**config.mk**
```make
export PLATFORM = sky130hd
export DESIGN_NAME = kmer_window_flat
export DESIGN_NICKNAME = d
export VERILOG_FILES = /design/src/rtl/kmer_window_if.sv /design/src/rtl/kmer_window.sv /design/src/flat_wrapper.sv
export SDC_FILE = /design/constraint.sdc
export NUM_CORES = 1
export LEC_CHECK = 0
export CAP_MARGIN = 20
export CORE_ASPECT_RATIO = 0.6
export CORE_MARGIN = 2
export CORE_UTILIZATION = 35
export CTS_BUF_LIST = sky130_fd_sc_hd__clkbuf_16
export DETAILED_ROUTE_END_ITERATION = 16
export DONT_BUFFER_PORTS = 1
export HOLD_SLACK_MARGIN = 0.15
export SLEW_MARGIN = 15
export SYNTH_ARGS = -nofsm -noshare
export SYNTH_HDL_FRONTEND = slang
export SYNTH_SLANG_ARGS = --single-unit
```
**constraint.sdc**
```tcl
create_clock -name clk -period 3.85 [get_ports clk]
set_input_delay 0.5775 -clock clk [delete_from_list [all_inputs] [get_ports clk]]
set_output_delay 0.5775 -clock clk [all_outputs]
set_load 0.01 [all_outputs]
```
**src/rtl/kmer_window_if.sv**
```systemverilog
// Stream interface for kmer_window: the base input handshake plus the k-mer output
// handshake and statistics. The master side feeds bases and the slave side is the extractor.
interface kmer_window_if #(
    parameter int KMER_SIZE = 16,
    parameter int POS_W     = 16
);
    logic [1:0]       base_in;
    logic             base_valid;
    logic             base_ready;
    logic             seq_start;
    logic             seq_last;
    logic [1:0]       kmer [0:KMER_SIZE-1];
    logic             kmer_valid;
    logic             kmer_ready;
    logic [POS_W-1:0] kmer_pos;
    logic             kmer_last;
    logic [31:0]      kmer_count;
    logic [15:0]      short_read_count;

    modport master (
        output base_in, base_valid, seq_start, seq_last, kmer_ready,
        input  base_ready, kmer, kmer_valid, kmer_pos, kmer_last,
               kmer_count, short_read_count
    );

    modport slave (
        input  base_in, base_valid, seq_start, seq_last, kmer_ready,
        output base_ready, kmer, kmer_valid, kmer_pos, kmer_last,
               kmer_count, short_read_count
    );
endinterface

```
**src/rtl/kmer_window.sv**
```systemverilog
// Streaming k-mer extractor: shifts 2-bit bases into a KMER_SIZE window and presents
// each complete window of the current read, with read position, last flag and statistics.
module kmer_window #(
    parameter int KMER_SIZE = 16,
    parameter int POS_W     = 16
) (
    input  logic          clk,
    input  logic          rst,
    kmer_window_if.slave  bus
);
    localparam int FILL_W = $clog2(KMER_SIZE + 1);
    localparam logic [FILL_W-1:0] FULL = FILL_W'(KMER_SIZE);

    logic [1:0]        win [0:KMER_SIZE-1];
    logic [FILL_W-1:0] fill;
    logic [FILL_W-1:0] fill_next;
    logic              in_read;
    logic              kv;
    logic              kl;
    logic [POS_W-1:0]  pos;
    logic [31:0]       kc;
    logic [15:0]       src;
    logic              accept;
    logic              handoff;
    logic              new_read;

    assign bus.base_ready = !kv || bus.kmer_ready;
    assign accept         = bus.base_valid && bus.base_ready;
    assign handoff        = kv && bus.kmer_ready;
    assign new_read       = bus.seq_start || !in_read;

    always_comb begin
        fill_next = fill;
        if (new_read)
            fill_next = FILL_W'(1);
        else if (fill != FULL)
            fill_next = fill + FILL_W'(1);
    end

    always_ff @(posedge clk or posedge rst) begin
        if (rst) begin
            for (int i = 0; i < KMER_SIZE; i++)
                win[i] <= 2'b00;
            fill    <= '0;
            in_read <= 1'b0;
            kv      <= 1'b0;
            kl      <= 1'b0;
            pos     <= '0;
            kc      <= '0;
            src     <= '0;
        end else begin
            if (handoff)
                kc <= kc + 32'd1;

            if (accept) begin
                for (int i = 0; i < KMER_SIZE - 1; i++)
                    win[i] <= win[i+1];
                win[KMER_SIZE-1] <= bus.base_in;

                kv <= (fill_next == FULL);
                if (fill_next == FULL) begin
                    kl <= bus.seq_last;
                    // A window that was already full before this base continues the read.
                    if (fill == FULL && !new_read)
                        pos <= pos + POS_W'(1);
                    else
                        pos <= '0;
                end else begin
                    kl <= 1'b0;
                    if (new_read)
                        pos <= '0;
                end

                if (bus.seq_last) begin
                    in_read <= 1'b0;
                    fill    <= '0;
                    if (fill_next != FULL && src != 16'hFFFF)
                        src <= src + 16'd1;
                end else begin
                    in_read <= 1'b1;
                    fill    <= fill_next;
                end
            end else if (handoff) begin
                kv <= 1'b0;
                kl <= 1'b0;
            end
        end
    end

    for (genvar g = 0; g < KMER_SIZE; g++) begin : g_kmer
        assign bus.kmer[g] = win[g];
    end

    assign bus.kmer_valid       = kv;
    assign bus.kmer_last        = kl;
    assign bus.kmer_pos         = pos;
    assign bus.kmer_count       = kc;
    assign bus.short_read_count = src;
endmodule

```
**src/flat_wrapper.sv**
```systemverilog
// flat-port wrapper written by rule: the top's interface ports become plain ports
module kmer_window_flat 
#(
    parameter int KMER_SIZE = 16,
    parameter int POS_W     = 16
)
  (clk, rst, bus_base_in, bus_base_valid, bus_seq_start, bus_seq_last, bus_kmer_ready, bus_base_ready, bus_kmer, bus_kmer_valid, bus_kmer_pos, bus_kmer_last, bus_kmer_count, bus_short_read_count);
  kmer_window_if #(.KMER_SIZE(KMER_SIZE), .POS_W(POS_W)) bus_i ();
  input  logic clk;
  input  logic rst;
  input wire logic [$bits(bus_i.base_in)-1:0] bus_base_in;
  input wire logic [$bits(bus_i.base_valid)-1:0] bus_base_valid;
  input wire logic [$bits(bus_i.seq_start)-1:0] bus_seq_start;
  input wire logic [$bits(bus_i.seq_last)-1:0] bus_seq_last;
  input wire logic [$bits(bus_i.kmer_ready)-1:0] bus_kmer_ready;
  output wire logic [$bits(bus_i.base_ready)-1:0] bus_base_ready;
  output wire logic [$bits(bus_i.kmer)-1:0] bus_kmer;
  output wire logic [$bits(bus_i.kmer_valid)-1:0] bus_kmer_valid;
  output wire logic [$bits(bus_i.kmer_pos)-1:0] bus_kmer_pos;
  output wire logic [$bits(bus_i.kmer_last)-1:0] bus_kmer_last;
  output wire logic [$bits(bus_i.kmer_count)-1:0] bus_kmer_count;
  output wire logic [$bits(bus_i.short_read_count)-1:0] bus_short_read_count;
  assign bus_i.base_in = bus_base_in;
  assign bus_i.base_valid = bus_base_valid;
  assign bus_i.seq_start = bus_seq_start;
  assign bus_i.seq_last = bus_seq_last;
  assign bus_i.kmer_ready = bus_kmer_ready;
  assign bus_base_ready = bus_i.base_ready;
  assign bus_kmer = {>>{bus_i.kmer}};
  assign bus_kmer_valid = bus_i.kmer_valid;
  assign bus_kmer_pos = bus_i.kmer_pos;
  assign bus_kmer_last = bus_i.kmer_last;
  assign bus_kmer_count = bus_i.kmer_count;
  assign bus_short_read_count = bus_i.short_read_count;
  kmer_window #(.KMER_SIZE(KMER_SIZE), .POS_W(POS_W)) u_core (.clk(clk), .rst(rst), .bus(bus_i));
endmodule
```
==> flow_metrics.py <==
metrics = {
    "sta": {
        "timing.final.hold_violations": 0,
        "achievable-frequency_ghz": 0.400,
        "timing_max_transition_violations_final": 0,
        "whs_ps": 236,
        "setup_slack_ps": 1350,
        "unrepaired_setup_endpoints_after_global_routing": "false",
        "timing.slew.headroom": 0.447,
        "setup_violations": 0,
        "final.setup_skew_ps": 8.43,
        "period_share": 0.649,
        "tns_ps": 0,
        "period_minus_slack_ps": 2500,
        "timing_worst_slew_pin_value_ps": 828,
    },
    "floorplan": {
        "die-width_um": 156,
        "die_height_um": 94.9,
        "fp-row-count": 33,
        "io-pin-count": 107,
        "floorplan.initialDensity": 0.356,
        "core_region_area_um2": 13500,
        "design.die.area_um2": 14800,
    },
    "placed_design": {
        "place_congestion": 0.783,
        "placement.io_buffers": 0,
        "dp_slack_ps": 1260,
        "placed_cells": 651,
        "dp_hpwl_mm": 7.93,
        "detailed_place.area_um2": 5000,
    },
    "clock_network": {
        "cts_buffers": 9,
        "clkTransAtPathRegs_ps": 70,
        "cts.root.buffer_cell": "sky130_fd_sc_hd__clkbuf_16",
        "post_cts_resize_count": 0,
        "clkLatencyLatePin_ps": 340,
        "clock-sinks": 104,
        "cts_setup_buffers": 0,
        "cts_hold_repair.buffers": 0,
        "cts-htree-levels": 3,
        "clock_path_buffers": 2,
        "tritoncts": "yes",
    },
    "synthesis": {
        "netlist_instances": 488,
        "synth_async_sr_flop_share": 1.00,
        "mappedNetlistNets": 501,
        "synth_area_leader_cell": "sky130_fd_sc_hd__dfrtp_1",
        "postSynthAreaPerCell_um2": 9.88,
        "synth-edff-count": 0,
        "fraction_of_the_yosys_area_taken_by_sequential_cells": 0.540,
        "most_used_dff_post_synth": "sky130_fd_sc_hd__dfrtp_1",
        "synth.cell_area_um2": 4820,
        "ys_seq_elements": 104,
        "netlist.area_leader.share": 0.540,
        "netlist_top_cells_area": "sky130_fd_sc_hd__dfrtp_1 54%, sky130_fd_sc_hd__nand2_1 11%, sky130_fd_sc_hd__xnor2_1 6.4%, sky130_fd_sc_hd__nand3_1 3.1%, sky130_fd_sc_hd__xor2_1 2.4%",
        "synth_warnings": 0,
        "synthDistinctLibCells": 46,
    },
    "setup_path": {
        "critical_path_peak_fanout": 19,
        "crit_path_end_kind": "flip-flop",
        "type_of_the_setup_path_with_the_least_slack": "reg -> reg",
        "arrival_time_of_data_at_the_critical_path_endpoint_ps": 2750,
        "start_kind": "flip-flop",
        "required_time_worst_endpoint_ps": 4100,
    },
    "finish": {
        "flow.area_growth_from_synthesis_pct": 9.70,
        "antenna_fix_cells": 0,
        "final-instance-count-excl-fill": 667,
        "nets": 500,
        "finish.instance_area_um2": 5290,
        "fillCellCount": 1367,
        "drive_above_1_share": 0.0691,
    },
    "grt": {
        "global_route.usage.total": 0.157,
        "grt_max_degree": 84,
        "via_count_of_the_first_global_routing_pass": 3479,
        "grt_overflow_total": 0,
        "antenna_violations_before_repair": 0,
        "grt_pass1_wl_mm": 18.3,
    },
    "run_status": {
        "outcome": "finished clean",
    },
    "run": {
        "maxCapViolations": 0,
    },
    "route": {
        "vias_per_cell": 5.17,
        "routed-via-count": 3448,
        "1st_pass_router_iterations": 4,
        "drt_drc_violations_left": 0,
        "wl_mm": 10.9,
        "drt-wirelength-per-cell_um": 16.4,
        "detail_route.iter0.violations": 218,
        "ant_nets": 0,
    },
    "pwr": {
        "p_leak_nw": 2.51,
        "pwr_density_cell_nw_per_um2": 455,
        "max-vdd-ir-drop_v": 0.000200,
    },
    "min_path": {
        "timing.hold.worst.class": "in -> async",
    },
}
==> registers in the layout (all words and copies together), names as in the netlist <==
register	cells
u_core.bus.kmer	32
u_core.bus.kmer_count	32
u_core.bus.kmer_pos	16
u_core.bus.short_read_count	16
u_core.fill	5
u_core.bus.kmer_last	1
u_core.bus.kmer_valid	1
u_core.in_read	1
==> per-layer routing <==
metal	track usage	up-vias	wire, µm
li1	-	1659	-
met1	0.202	1674	4940
met2	0.240	108	4690
met3	0.0808	7	1220
met4	0.0252	0	66
met5	0	-	0
==> synth_stat cells, drive strengths merged (7+ instances only) <==
master and count:
o21ai 17, dfrtp 104, and3 15, nor2 15, and2 7, xnor2 35
nand2 140, a21oi 9, nand3 31, nor3 14, xor2 13, nand4 13
nor4 7, clkbuf 7, buf 9
==> area by class of cell <==
type                       count  area [µm²]  share of cell area
inverter                       6        27.5             0.00520
tap                          175         219              0.0414
clock inverter                 7        65.1              0.0123
timing repair buffer           4        30.0             0.00568
sequential                   104        2600               0.492
clock buffer                   9         225              0.0426
multi-input combinational    362        2120               0.401
==> placed cells by master, fill, tap and decap left out, drive strengths merged, types with 13 or more instances in the layout <==
cell type	n
xnor2	35
xor2	13
nor2	15
and3	15
dfrtp	104
o21ai	17
nand3	31
nand2	140
nor3	14
nand4	13
==> cell families (layout without fill, tap and decap cells) <==
kind of cell / Yosys count / count (layout) / synth area share
simple gates: 256 / 256 / 0.261
flops: 104 / 104 / 0.540
xor+xnor: 48 / 48 / 0.0872
buf+inv: 22 / 26 / 0.0205
compound gates: 49 / 49 / 0.0701
mux: 4 / 4 / 0.00882
fa+ha+maj: 5 / 5 / 0.0130
==> final timing paths <==
path	startpoint	endpoint	slack (ps)	cells past startpoint
hold / removal	rst	u_core.bus.kmer_count[27]	240	1
max in group asynchronous	rst	u_core.bus.kmer_pos[0]	2810	2
min in group clk	bus_seq_last	u_core.fill[3]	320	1
setup reg to reg	u_core.bus.kmer_valid	u_core.bus.kmer_pos[15]	1350	5
hold reg to reg	u_core.in_read	u_core.in_read	530	1
setup / recovery	u_core.bus.kmer_valid	u_core.bus.kmer_pos[15]	1350	5
==> worst max-delay path, stage by stage (launching register included) <==
cell and delay (ps):
sky130_fd_sc_hd__dfrtp_1 480, sky130_fd_sc_hd__nand2b_1 330, sky130_fd_sc_hd__and2_1 680, sky130_fd_sc_hd__nand2_1 390, sky130_fd_sc_hd__or3_1 440, sky130_fd_sc_hd__o21ai_0 80
==> report_power, final <==
| part | total, mW | internal (mW) | switching, mW |
|---|---|---|---|
| sequential | 1.33 | 1.18 | 0.147 |
| combinational | 0.184 | 0.0668 | 0.117 |
| clock | 0.899 | 0.500 | 0.399 |
| total | 2.41 | 1.75 | 0.663 |
==> metrics by stage <==
stage	utilization	total power [mW]
after floorplan	-	1.47
after global placement	0.369	1.52
after detailed placement	0.369	1.54
after CTS	0.390	2.45
after global routing	0.391	2.54
final	0.391	2.41
Power figures use the tool's default switching activity.
